[config.mk]
export PLATFORM = sky130hd
export DESIGN_NAME = seg_display_mux
export DESIGN_NICKNAME = d
export VERILOG_FILES = /design/src/rtl/seg_pkg.sv /design/src/rtl/bcd_to_seg.sv /design/src/rtl/seg_display_mux.sv
export SDC_FILE = /design/constraint.sdc
export NUM_CORES = 1
export LEC_CHECK = 0
export CORE_UTILIZATION = 49
export CTS_CLUSTER_DIAMETER = 80
export DETAILED_ROUTE_END_ITERATION = 8
export GPL_TIMING_DRIVEN = 0
export PLACE_DENSITY = 0.87
export RECOVER_POWER = 100
export SYNTH_ARGS = -nofsm -noshare
export SYNTH_HDL_FRONTEND = slang
export SYNTH_SLANG_ARGS = --single-unit
[constraint.sdc]
create_clock -name clk -period 1.9 [get_ports clk]
set_input_delay 0.19 -clock clk [delete_from_list [all_inputs] [get_ports clk]]
set_output_delay 0.19 -clock clk [all_outputs]
set_load 0.1 [all_outputs]
[src/rtl/seg_pkg.sv]
// Shared constants and types for the multiplexed 7-segment display.
// Segment vectors are {g,f,e,d,c,b,a}, active-low.
package seg_pkg;

   localparam logic [6:0] SEG_0     = 7'b1000000;
   localparam logic [6:0] SEG_1     = 7'b1111001;
   localparam logic [6:0] SEG_2     = 7'b0100100;
   localparam logic [6:0] SEG_3     = 7'b0110000;
   localparam logic [6:0] SEG_4     = 7'b0011001;
   localparam logic [6:0] SEG_5     = 7'b0010010;
   localparam logic [6:0] SEG_6     = 7'b0000010;
   localparam logic [6:0] SEG_7     = 7'b1111000;
   localparam logic [6:0] SEG_8     = 7'b0000000;
   localparam logic [6:0] SEG_9     = 7'b0010000;
   localparam logic [6:0] SEG_DASH  = 7'b0111111;
   localparam logic [6:0] SEG_BLANK = 7'b1111111;

   localparam logic [3:0] AN_ALL_OFF = 4'b1111;

   // Scan index: which digit slot is currently driven.
   typedef enum logic [1:0] {
      IDX_0 = 2'd0,
      IDX_1 = 2'd1,
      IDX_2 = 2'd2,
      IDX_3 = 2'd3
   } idx_t;

   // Frame snapshot: everything the display decisions depend on.
   typedef struct packed {
      logic [3:0] d3;
      logic [3:0] d2;
      logic [3:0] d1;
      logic [3:0] d0;
      logic       blank_lead;
      logic [3:0] dp_mask;
   } snap_t;

   // Active-low one-hot anode pattern for a scan index.
   function automatic logic [3:0] an_onehot_n(input idx_t idx);
      logic [3:0] onehot;
      onehot = 4'b0001 << idx;
      return ~onehot;
   endfunction

endpackage

[src/rtl/bcd_to_seg.sv]
// BCD digit to active-low 7-segment pattern; codes 10..15 show a dash.
module bcd_to_seg
   import seg_pkg::*;
(
   input  logic [3:0] bcd,
   output logic [6:0] seg
);

   // Pure lookup; anything outside 0..9 is flagged visually with a dash.
   always_comb begin
      seg = SEG_DASH;
      case (bcd)
         4'd0:    seg = SEG_0;
         4'd1:    seg = SEG_1;
         4'd2:    seg = SEG_2;
         4'd3:    seg = SEG_3;
         4'd4:    seg = SEG_4;
         4'd5:    seg = SEG_5;
         4'd6:    seg = SEG_6;
         4'd7:    seg = SEG_7;
         4'd8:    seg = SEG_8;
         4'd9:    seg = SEG_9;
         default: seg = SEG_DASH;
      endcase
   end

endmodule

[src/rtl/seg_display_mux.sv]
// Four-digit multiplexed 7-segment driver with ghost-blanking gap,
// leading-zero suppression and per-frame input snapshot.
//
// Scan index states:
//   state | meaning
//   IDX_0 | driving digit 0 (rightmost)
//   IDX_1 | driving digit 1
//   IDX_2 | driving digit 2
//   IDX_3 | driving digit 3 (leftmost); its slot tick captures the next snapshot
module seg_display_mux
   import seg_pkg::*;
#(
   parameter int REFRESH_DIV  = 100000,
   parameter int GHOST_CYCLES = 16
)(
   input  logic       clk,
   input  logic       reset_n,
   input  logic [3:0] d0,
   input  logic [3:0] d1,
   input  logic [3:0] d2,
   input  logic [3:0] d3,
   input  logic       blank_lead,
   input  logic [3:0] dp_mask,
   output logic [3:0] an,
   output logic [6:0] seg,
   output logic       dp
);

   localparam int               CNT_W     = $clog2(REFRESH_DIV);
   localparam logic [CNT_W-1:0] CNT_LAST  = CNT_W'(REFRESH_DIV - 1);
   localparam logic [CNT_W-1:0] GHOST_LIM = CNT_W'(GHOST_CYCLES);

   logic [CNT_W-1:0] cnt_q, cnt_d;
   idx_t             idx_q, idx_d;
   snap_t            snap_q, snap_d;
   logic [3:0]       an_q, an_d;
   logic [6:0]       seg_q, seg_d;
   logic             dp_q, dp_d;

   logic             slot_tick;
   logic             ghost;
   logic             blank3, blank2, blank1;
   logic [3:0]       digit_sel;
   logic             digit_blank;
   logic             digit_dp;
   logic [6:0]       dec_seg;

   // State and output registers; reset clears the snapshot so the first frame reads "0000".
   always_ff @(posedge clk or negedge reset_n) begin
      if (!reset_n) begin
         cnt_q  <= '0;
         idx_q  <= IDX_0;
         snap_q <= '0;
         an_q   <= AN_ALL_OFF;
         seg_q  <= SEG_BLANK;
         dp_q   <= 1'b1;
      end else begin
         cnt_q  <= cnt_d;
         idx_q  <= idx_d;
         snap_q <= snap_d;
         an_q   <= an_d;
         seg_q  <= seg_d;
         dp_q   <= dp_d;
      end
   end

   // Refresh counter, scan index advance and end-of-frame snapshot capture.
   always_comb begin
      slot_tick = (cnt_q == CNT_LAST);
      cnt_d     = slot_tick ? '0 : cnt_q + CNT_W'(1);
      idx_d     = idx_q;
      snap_d    = snap_q;
      if (slot_tick) begin
         case (idx_q)
            IDX_0:   idx_d = IDX_1;
            IDX_1:   idx_d = IDX_2;
            IDX_2:   idx_d = IDX_3;
            IDX_3:   idx_d = IDX_0;
            default: idx_d = IDX_0;
         endcase
         if (idx_q == IDX_3) begin
            snap_d.d3         = d3;
            snap_d.d2         = d2;
            snap_d.d1         = d1;
            snap_d.d0         = d0;
            snap_d.blank_lead = blank_lead;
            snap_d.dp_mask    = dp_mask;
         end
      end
   end

   // Leading-zero chain: a digit may only blank if every digit to its left is blanked.
   always_comb begin
      blank3 = snap_q.blank_lead && (snap_q.d3 == 4'd0);
      blank2 = blank3 && (snap_q.d2 == 4'd0);
      blank1 = blank2 && (snap_q.d1 == 4'd0);
   end

   // Select the active digit from the snapshot.
   always_comb begin
      digit_sel   = snap_q.d0;
      digit_blank = 1'b0;
      digit_dp    = snap_q.dp_mask[0];
      case (idx_q)
         IDX_0: begin
            digit_sel   = snap_q.d0;
            digit_blank = 1'b0;
            digit_dp    = snap_q.dp_mask[0];
         end
         IDX_1: begin
            digit_sel   = snap_q.d1;
            digit_blank = blank1;
            digit_dp    = snap_q.dp_mask[1];
         end
         IDX_2: begin
            digit_sel   = snap_q.d2;
            digit_blank = blank2;
            digit_dp    = snap_q.dp_mask[2];
         end
         IDX_3: begin
            digit_sel   = snap_q.d3;
            digit_blank = blank3;
            digit_dp    = snap_q.dp_mask[3];
         end
         default: begin
            digit_sel   = snap_q.d0;
            digit_blank = 1'b0;
            digit_dp    = snap_q.dp_mask[0];
         end
      endcase
   end

   bcd_to_seg u_bcd_to_seg (
      .bcd (digit_sel),
      .seg (dec_seg)
   );

   // Next output values; cathodes are also dark during the ghost gap so
   // nothing leaks onto the incoming digit while the anodes switch.
   always_comb begin
      ghost = (cnt_q < GHOST_LIM);
      an_d  = ghost ? AN_ALL_OFF : an_onehot_n(idx_q);
      seg_d = (ghost || digit_blank) ? SEG_BLANK : dec_seg;
      dp_d  = ~(digit_dp & ~digit_blank & ~ghost);
   end

   assign an  = an_q;
   assign seg = seg_q;
   assign dp  = dp_q;

endmodule

==> impl_metrics.json <==
{
  "io_pins": 35,
  "synth_largest_area_cell": "dfrtp_1",
  "num_vias": 1925,
  "ys_top_cells_by_area": "dfrtp_1, dfstp_2, mux2_2",
  "synth_common_cells": "dfrtp_1, mux2_2, nand2_1",
  "synth_top_area_share": 0.407,
  "synthToLayoutAreaGrowth_pct": 40.0,
  "hold_slack_ns": 0.476,
  "drive_above_1_share": 0.389,
  "crit_path_end_kind": "register",
  "synth_nets": 233,
  "start_util": 0.514,
  "final-instance-count-excl-fill": 337,
  "postRouteAntennaNets": 0,
  "maxSlewViolCount": 0,
  "slowest_delay_ns": 0.52,
  "grt_overflow_total": 0,
  "rows": 25,
  "clkSinkCount": 52,
  "slew_headroom": 0.368,
  "power.density_nw_per_um2": 578,
  "vdd_drop_max_v": 0.000415,
  "cp.required_ns": 2.17,
  "viasPerCell": 5.71,
  "antenna_found_initial": 0,
  "min_path_type": "input pin to register",
  "max_freq_mhz": 483,
  "placed_area_sq_um": 2920,
  "post-route-period-util": 1.09,
  "path_cells": "inv_2 -> ha_4 -> a222oi_1 -> mux2i_2 -> inv_2 -> ha_4 -> a21o_1 -> nand4_1",
  "place.gp.congestion": 0.798,
  "routedWlPerCell_um": 18.4,
  "first_iter_violations": 181,
  "cp_top_family": "compound AO/OA/AOI/OAI gates",
  "n_antenna_cell": 0,
  "drt_wl_total_um": 6210,
  "grt_max_degree": 37,
  "fin_crit_ns": 2.07,
  "fin_tns_setup_ns": -3.25,
  "async_flop_share": 1.00,
  "cts_buffers": 5,
  "worstSkewPairLatency_ns": 0.32,
  "pre_cts_ws_ns": -0.266,
  "core_area_sq_um": 4790,
  "nets": 301,
  "yosys_warnings": 0,
  "grt_pass1_wl_um": 8650,
  "status": "complete, but fails checks",
  "htreeDepth": 2,
  "synthMostInstantiatedCell": "dfrtp_1",
  "p_leak_nw": 1.50,
  "dpl.hpwl_um": 3130,
  "worst_slack_ns": -0.170,
  "grt_pass1_vias": 1815,
  "syn-cell-area_sq_um": 2460,
  "rsz0062_at_grt": "yes",
  "fp.dieH_um": 72.9,
  "avgSynthCellArea_sq_um": 12.2,
  "finClkSkew_ns": 0.0111,
  "port_buffers": 34,
  "worst-path-buf-inv": 2,
  "power.total_mw": 1.99,
  "cp_max_fo": 8,
  "placedCellCount": 303,
  "worstMarginPinSlew_ns": 0.952,
  "clockBufferDepth": 2,
  "clkTransAtPathRegs_ns": 0.10,
  "synthFlopType": "dfrtp_1",
  "synth_edf_count": 0,
  "yosys_register_bits": 52,
  "cts-root-buf": "clkbuf_8",
  "cts_tree": "built",
  "grt_usage": 0.221,
  "worst_path_max_delay_cell": "a222oi_1",
  "die_w_um": 72.9,
  "violations": "setup timing",
  "cp-start-kind": "register",
  "hold_viol_final": 0,
  "arrival_ns": 2.34,
  "synth_seq_area_share": 0.535,
  "drv_cap": 0,
  "final_util": 0.720,
  "yosys.cell_types.count": 37,
  "die-area_sq_um": 5310,
  "setup_violations": 36,
  "synth_cells": 201,
  "fin_area_sq_um": 3440,
  "drc": 0,
  "drtPass1Iterations": 4,
  "setup.worst_path.class": "register to register"
}
==> kinds of logic (layout without fill, tap and decap cells) <==
kind of cell | count (synthesis) | count (layout) | share of synthesized area
buf+inv | 15 | 84 | 0.0290
mux | 30 | 30 | 0.135
simple gates | 61 | 61 | 0.146
flops | 52 | 52 | 0.535
compound gates | 21 | 21 | 0.0630
xor+xnor | 13 | 13 | 0.0463
fa+ha+maj | 9 | 9 | 0.0458
==> sequential cells by signal (all words and copies together), names as in the netlist <==
name	count
an	4
snap_q	21
cnt_q	17
idx_q	2
dp	1
seg	7
==> cell type report <==
type,instances,area (sq um)
clock inverter,2,38.8
buffer,3,33.8
fill,284,1340
tap,67,83.8
inverter,10,42.5
multi-input combinational,134,1260
clock buffer,6,82.6
timing repair buffer,63,579
sequential,52,1320
==> routing by layer <==
layer  GRT usage  up-vias  part of all wire  routed length (um)
li1            -      855                 -                   -
met1       0.278      980              0.40                2490
met2       0.355       70              0.52                3230
met3      0.0552       20             0.044                 273
met4       0.113        0             0.035                 220
met5           0        -                 0                   0
==> placed cells by master (no fill, tap or decap), drive strengths merged, types with 3 or more instances in the layout <==
| master | Yosys | final |
|---|---|---|
| mux2 | 25 | 25 |
| clkdlybuf4s15 | 0 | 9 |
| ha | 9 | 9 |
| dlygate4sd2 | 0 | 3 |
| nor4 | 6 | 6 |
| buf | 2 | 26 |
| xnor2 | 9 | 9 |
| and3 | 3 | 3 |
| nand3 | 9 | 9 |
| o21ai | 5 | 5 |
| nor3 | 4 | 4 |
| nor2 | 10 | 10 |
| a21oi | 3 | 3 |
| dfrtp | 40 | 40 |
| clkbuf | 3 | 12 |
| a222oi | 5 | 5 |
| nand4 | 7 | 7 |
| mux2i | 5 | 5 |
| dfstp | 12 | 12 |
| nand2 | 14 | 14 |
| clkdlybuf4s50 | 0 | 21 |
| xor2 | 4 | 4 |
| inv | 10 | 10 |
==> what timing repair did <==
| action | in CTS | in global routing |
|---|---|---|
| gates cloned | 1 | 1 |
| endpoints found under the setup margin | 41 | 39 |
| hold buffers | 1 | 0 |
| resized for setup | 42 | 45 |
| buffers inserted | 20 | 5 |
| hold endpoints to repair | 16 | 0 |
| pin swaps | 15 | 10 |
==> final timing paths <==
kind                                start  depth (start not counted)  slack (ns)        end
min in group asynchronous         reset_n                          2        0.49  snap_q[2]
worst min register to register  cnt_q[12]                          1        0.50  cnt_q[12]
worst max-delay path             idx_q[0]                          8       -0.17     seg[3]
worst max register to register   idx_q[0]                          8       -0.17     seg[3]
worst min-delay path                d0[3]                          2        0.48  snap_q[8]
max in group asynchronous         reset_n                          3        0.33      an[3]
==> power by group <==
part	total, mW	internal, mW	switching, mW
Clock	0.813	0.431	0.382
Combinational	0.0698	0.0414	0.0284
Sequential	1.11	1.11	0
==> worst reg2reg max path, cell delays in order (launching register included) <==
cell and delay (ns):
dfrtp_2 0.42, inv_2 0.09, ha_4 0.19, a222oi_1 0.52, mux2i_2 0.19, inv_2 0.16
ha_4 0.22, a21o_1 0.17, nand4_1 0.07
(Power assumes the default switching activity.)
